<file path="src/rtl/fir_coeff_sched.sv">
// Coefficient bank scheduler for the 15-tap FIR: shadow/active banks, input gating, glitch-free swaps.
// Define FIR_COEFF_SCHED_FLUSH_EN to push NUM_COEFFS zero samples through the old bank before a swap.
module fir_coeff_sched #(
  parameter int NUM_COEFFS = 15,
  parameter int DATA_W     = 32,
  parameter int COEF_W     = 8
) (
  input  logic                                 clk,
  input  logic                                 rst,
  input  logic signed [DATA_W-1:0]             s_data,
  input  logic                                 s_valid,
  output logic                                 s_ready,
  input  logic                                 coeff_wr_en,
  input  logic        [3:0]                    coeff_wr_addr,
  input  logic signed [COEF_W-1:0]             coeff_wr_data,
  input  logic                                 swap_req,
  output logic                                 swap_busy,
  output logic                                 swap_done,
  output logic                                 fir_rst,
  output logic signed [DATA_W-1:0]             fir_data_in,
  output logic                                 fir_data_in_valid,
  output logic        [NUM_COEFFS-1:0][COEF_W-1:0] fir_coeffs,
  input  logic signed [DATA_W-1:0]             fir_data_out,
  input  logic                                 fir_data_out_valid,
  output logic signed [DATA_W-1:0]             m_data,
  output logic                                 m_valid
);

  typedef logic [NUM_COEFFS-1:0][COEF_W-1:0] bank_t;

  typedef enum logic [1:0] {
    RUN   = 2'd0,
`ifdef FIR_COEFF_SCHED_FLUSH_EN
    FLUSH = 2'd1,
`endif
    SWAP  = 2'd2
  } state_t;

  localparam logic [3:0] LAST_TAP = 4'(NUM_COEFFS - 1);

  state_t state, state_nxt;
  bank_t  shadow_bank, active_bank;
  logic   done_p1;
  logic signed [DATA_W-1:0] m_data_p1;
  logic   vld_p1;
`ifdef FIR_COEFF_SCHED_FLUSH_EN
  logic [3:0] flush_cnt;
`endif

  function automatic bank_t identity_bank();
    bank_t b;
    b    = '0;
    b[0] = COEF_W'(1);
    return b;
  endfunction

  always_ff @(posedge clk) begin
    if (rst) begin
      state   <= RUN;
      done_p1 <= 1'b0;
    end else begin
      state   <= state_nxt;
      done_p1 <= (state == SWAP);
    end
  end

`ifdef FIR_COEFF_SCHED_FLUSH_EN
  always_ff @(posedge clk) begin
    if (rst || state != FLUSH) flush_cnt <= '0;
    else                       flush_cnt <= flush_cnt + 4'd1;
  end
`endif

  always_comb begin
    state_nxt = state;
    case (state)
      RUN: begin
`ifdef FIR_COEFF_SCHED_FLUSH_EN
        if (swap_req) state_nxt = FLUSH;
`else
        if (swap_req) state_nxt = SWAP;
`endif
      end
`ifdef FIR_COEFF_SCHED_FLUSH_EN
      FLUSH:   if (flush_cnt == LAST_TAP) state_nxt = SWAP;
`endif
      SWAP:    state_nxt = RUN;
      default: state_nxt = RUN;
    endcase
  end

  // Outputs are forced to their reset meaning while rst is high, whatever the state.
  always_comb begin
    s_ready           = 1'b0;
    fir_data_in       = '0;
    fir_data_in_valid = 1'b0;
    swap_busy         = 1'b0;
    fir_rst           = rst | (state == SWAP);
    case (state)
      RUN: begin
        s_ready           = ~rst;
        fir_data_in       = s_data;
        fir_data_in_valid = s_valid & ~rst;
      end
`ifdef FIR_COEFF_SCHED_FLUSH_EN
      FLUSH: begin
        fir_data_in_valid = ~rst;
        swap_busy         = ~rst;
      end
`endif
      SWAP:    swap_busy = ~rst;
      default: ;
    endcase
  end

  // Active bank copies the registered shadow, so a write landing in the SWAP cycle stays in shadow only.
  always_ff @(posedge clk) begin
    if (rst) begin
      shadow_bank <= identity_bank();
      active_bank <= identity_bank();
    end else begin
      if (coeff_wr_en && coeff_wr_addr <= LAST_TAP)
        shadow_bank[coeff_wr_addr] <= coeff_wr_data;
      if (state == SWAP)
        active_bank <= shadow_bank;
    end
  end

  // p1: registered FIR result
  always_ff @(posedge clk) begin
    if (rst) begin
      vld_p1    <= 1'b0;
      m_data_p1 <= '0;
    end else begin
      vld_p1 <= fir_data_out_valid;
      if (fir_data_out_valid) m_data_p1 <= fir_data_out;
    end
  end

  assign fir_coeffs = active_bank;
  assign swap_done  = done_p1;
  assign m_data     = m_data_p1;
  assign m_valid    = vld_p1;

endmodule

</file>
<file path="config.mk">
export PLATFORM = sky130hd
export DESIGN_NAME = fir_coeff_sched
export DESIGN_NICKNAME = d
export VERILOG_FILES = /design/src/rtl/fir_coeff_sched.sv
export SDC_FILE = /design/constraint.sdc
export NUM_CORES = 1
export LEC_CHECK = 0
export ABC_AREA = 1
export BUFFER_PORTS_ARGS = -buffer_cell sky130_fd_sc_hd__buf_2
export CORE_MARGIN = 2
export CORE_UTILIZATION = 55
export CTS_CLUSTER_SIZE = 30
export DETAILED_ROUTE_END_ITERATION = 10
export GPL_TIMING_DRIVEN = 1
export HOLD_SLACK_MARGIN = 0.05
export PLACE_DENSITY = 0.81
export SETUP_SLACK_MARGIN = 0.2
export SYNTH_ARGS = -nofsm -noshare
export SYNTH_HDL_FRONTEND = slang
export SYNTH_SLANG_ARGS = --single-unit
</file>
<file path="constraint.sdc">
create_clock -name clk -period 1.7 [get_ports clk]
set_input_delay 0.34 -clock clk [delete_from_list [all_inputs] [get_ports clk]]
set_output_delay 0.34 -clock clk [all_outputs]
set_load 0.005 [all_outputs]
</file>
==> results.sh <==
export IMPL_yosysTopAreaCellShare_pct=57.48
export IMPL_p_leak_nw=5.925
export IMPL_synth_most_common_cell="dfxtp_1"
export IMPL_vias=8702
export IMPL_fin_crit_sh_pct=98.54
export IMPL_num_fill_cells=1293
export IMPL_setup_worst_path_end_class="primary output"
export IMPL_cts_sinks=275
export IMPL_ys_top_cells_by_area="dfxtp_1, a22o_1, nor2_1"
export IMPL_grt_ovfl_total=0
export IMPL_hold_depth=3
export IMPL_multi_input_area_um2=3515
export IMPL_clkLatencyLatePin_ns=0.53
export IMPL_worstHoldPathType="in2reg"
export IMPL_critPathLaunch="state[1]$_SDFFE_PN0P_"
export IMPL_seqCellArea_um2=5509
export IMPL_rr_endpoint="fir_coeffs[53]$_SDFFE_PP0P_"
export IMPL_area_growth_synth_to_final_pct=30.03
export IMPL_rows=48
export IMPL_ir_worst_vdd_v=0.0009667
export IMPL_dp_slack_ns=0.1891
export IMPL_hold_ws_ns=0.06186
export IMPL_synth_seq_area_share_pct=57.48
export IMPL_max_cap_violations=0
export IMPL_rr_worst_depth=6
export IMPL_cp_cell_sequence="buf_12 > nor2_2 > buf_2"
export IMPL_cts_tree="yes"
export IMPL_htreeDepth=1
export IMPL_io_buffers=271
export IMPL_outcome="finished, final reports clean"
export IMPL_chipHeight_um=136.0
export IMPL_core_um2=17180
export IMPL_synth_seq_cells=275
export IMPL_finalWirelength_um=27050
export IMPL_synth_top_area_cell="dfxtp_1"
export IMPL_crit_arrival_ns=1.34
export IMPL_wl_per_cell_um=16.88
export IMPL_root_buffer="clkbuf_16"
export IMPL_start_util_pct=55.76
export IMPL_ioPinCount=272
export IMPL_grt_pass1_wl_um=40520
export IMPL_cp_required_ns=1.36
export IMPL_syn_inst=1081
export IMPL_firstDrtPassIters=5
export IMPL_detail_route_antenna_nets=0
export IMPL_cts_buffer_depth=3
export IMPL_grt_pass1_vias=7710
export IMPL_fin_nets=1438
export IMPL_post_dp_hpwl_um=16520
export IMPL_clock_skew_final_ns=0.02172
export IMPL_crit_path_max_fanout=17
export IMPL_postSynth_asyncResetShare_pct=0
export IMPL_synth_common_cells="dfxtp_1, nor2_1, a21oi_1, a22o_1, nand2_1"
export IMPL_drive_gt1_share_pct=28.05
export IMPL_critPathKind="reg2out"
export IMPL_drtIter0Drc=675
export IMPL_timing_rr_start="state[1]$_SDFFE_PN0P_"
export IMPL_rrSetupSlack_ns=0.26
export IMPL_syn_nets=1163
export IMPL_tightest_slew_ns=0.6347
export IMPL_vias_per_cell=5.429
export IMPL_dieArea_um2=18490
export IMPL_hold_start="fir_data_out[20]"
export IMPL_avgSynthCellArea_um2=8.860
export IMPL_ys_warn_count=0
export IMPL_drc_errors=0
export IMPL_grt_max_degree=136
export IMPL_synth_ff_type="dfxtp_1"
export IMPL_rsz0062_at_grt="yes"
export IMPL_antenna_found_initial=2
export IMPL_whs_endpoint="m_data[20]$_SDFFE_PP0P_"
export IMPL_period_minus_slack_ns=1.675
export IMPL_path_clk_slew_ns=0.06
export IMPL_slew_headroom_pct=57.64
export IMPL_final_hold_viol_count=0
export IMPL_yosysUniqueCellTypes=15
export IMPL_synth_edf_count=0
export IMPL_dp_cells=1529
export IMPL_setup_ws_ns=0.02474
export IMPL_finalSetupViolCount=0
export IMPL_crit_slowest_cell="dfxtp_4"
export IMPL_power_density_nw_per_um2=1115
export IMPL_start_kind="register"
export IMPL_grt_use_total_pct=27.25
export IMPL_syn_area_um2=9578
export IMPL_gp_congestion=0.7845
export IMPL_numCtsBuffers=27
export IMPL_drv_slew=0
export IMPL_cp_slowest_stage_delay_ns=0.39
export IMPL_layout_cells_non_filler=1603
export IMPL_chipWidth_um=136.0
export IMPL_max_freq_mhz=596.9
## power by group
group          switching [mW]  total [mW]  leakage (nW)  internal, mW
clock                    2.42        6.17         0.454          3.75
sequential             0.0791        6.66          2.23          6.58
combinational           0.633        1.06          3.24         0.424
## layout by cell type, fill, tap and decap left out
master | synthesis | routed
dfxtp_1 | 275 | 274
buf_2 | 36 | 268
nor2_1 | 187 | 169
a21oi_1 | 119 | 119
a22o_1 | 119 | 119
nand2_1 | 83 | 82
o21ai_0 | 80 | 80
nand3_1 | 75 | 75
inv_1 | 49 | 48
buf_4 | 15 | 39
clkbuf_16 | 0 | 28
nor2_2 | 1 | 15
dlygate4sd3_1 | 0 | 15
clkbuf_1 | 33 | 8
buf_12 | 0 | 8
clkinv_2 | 0 | 5
clkbuf_8 | 0 | 5
buf_6 | 0 | 5
nor2_4 | 0 | 4
bufinv_16 | 0 | 4
diode_2 | 0 | 2
inv_2 | 2 | 1
inv_4 | 0 | 1
nand2_4 | 0 | 1
clkinv_4 | 0 | 1
o22a_1 | 1 | 1
dfxtp_4 | 0 | 1
## registers in the layout, indices dropped and copies added (netlist names)
name,flops
fir_coeffs,120
m_data,32
m_valid,1
shadow_bank,120
state,1
swap_done,1
## stage by stage
step	TNS, ns	power [mW]	instance area [um2]	utilization (%)
after global routing	-0.04124	14.33	12450	72.51
after detailed placement	0	7.744	11200	65.19
final	0	13.88	12450	72.51
after global placement	0	7.721	11200	65.19
after floorplan	0	7.319	9578	-
after CTS	0	13.86	12320	71.71
## worst max-delay path by stage
stage,to,slack [ns],depth (start not counted)
5_1_grt,fir_data_in[12],-0.02,3
3_5_place_dp,fir_coeffs[53]$_SDFFE_PP0P_,0.19,6
6_report,fir_data_in[5],0.02,3
2_1_floorplan,fir_data_in_valid,0.30,5
4_1_cts,fir_data_in[12],0.03,3
3_3_place_gp,fir_coeffs[54]$_SDFFE_PP0P_,0.25,6
## worst max-delay path, delay by kind of cell (launching register included)
kind | cells | cell delay [ns]
AND/OR/NAND/NOR | 1 | 0.12
buffers and inverters | 2 | 0.30
flip-flops | 1 | 0.39
## cells by family after synthesis
group	Yosys count	share of synthesized area (%)
flip-flops	275	57.48
AO/OA/AOI/OAI	319	21.37
buffers and inverters	141	6.584
AND/OR/NAND/NOR	346	14.57
## per-layer routing
metal / up-vias / GRT usage [%] / routed length [um]
li1: 4215 / - / -
met1: 4121 / 36.72 / 11500
met4: 0 / 7.002 / 553
met2: 326 / 44.75 / 13030
met3: 40 / 5.817 / 1968
met5: - / 0 / 0
## repair_timing
action,in CTS,in global routing
pin swaps,1,3
cloned,0,2
endpoints found under the hold margin,15,0
resized for setup,9,24
setup endpoints to repair,36,59
hold buffers,15,0
buffers inserted,3,3
## cell type report
cell class,instances,share of cell area (%)
well taps,225,2.260
clock buffers,40,6.219
clock inverters,9,1.165
inverters,51,1.597
flip-flops and latches,275,44.23
diodes,2,0.04018
multi-input cells,665,28.22
repair buffers,336,16.26
Power figures use the tool's default switching activity.
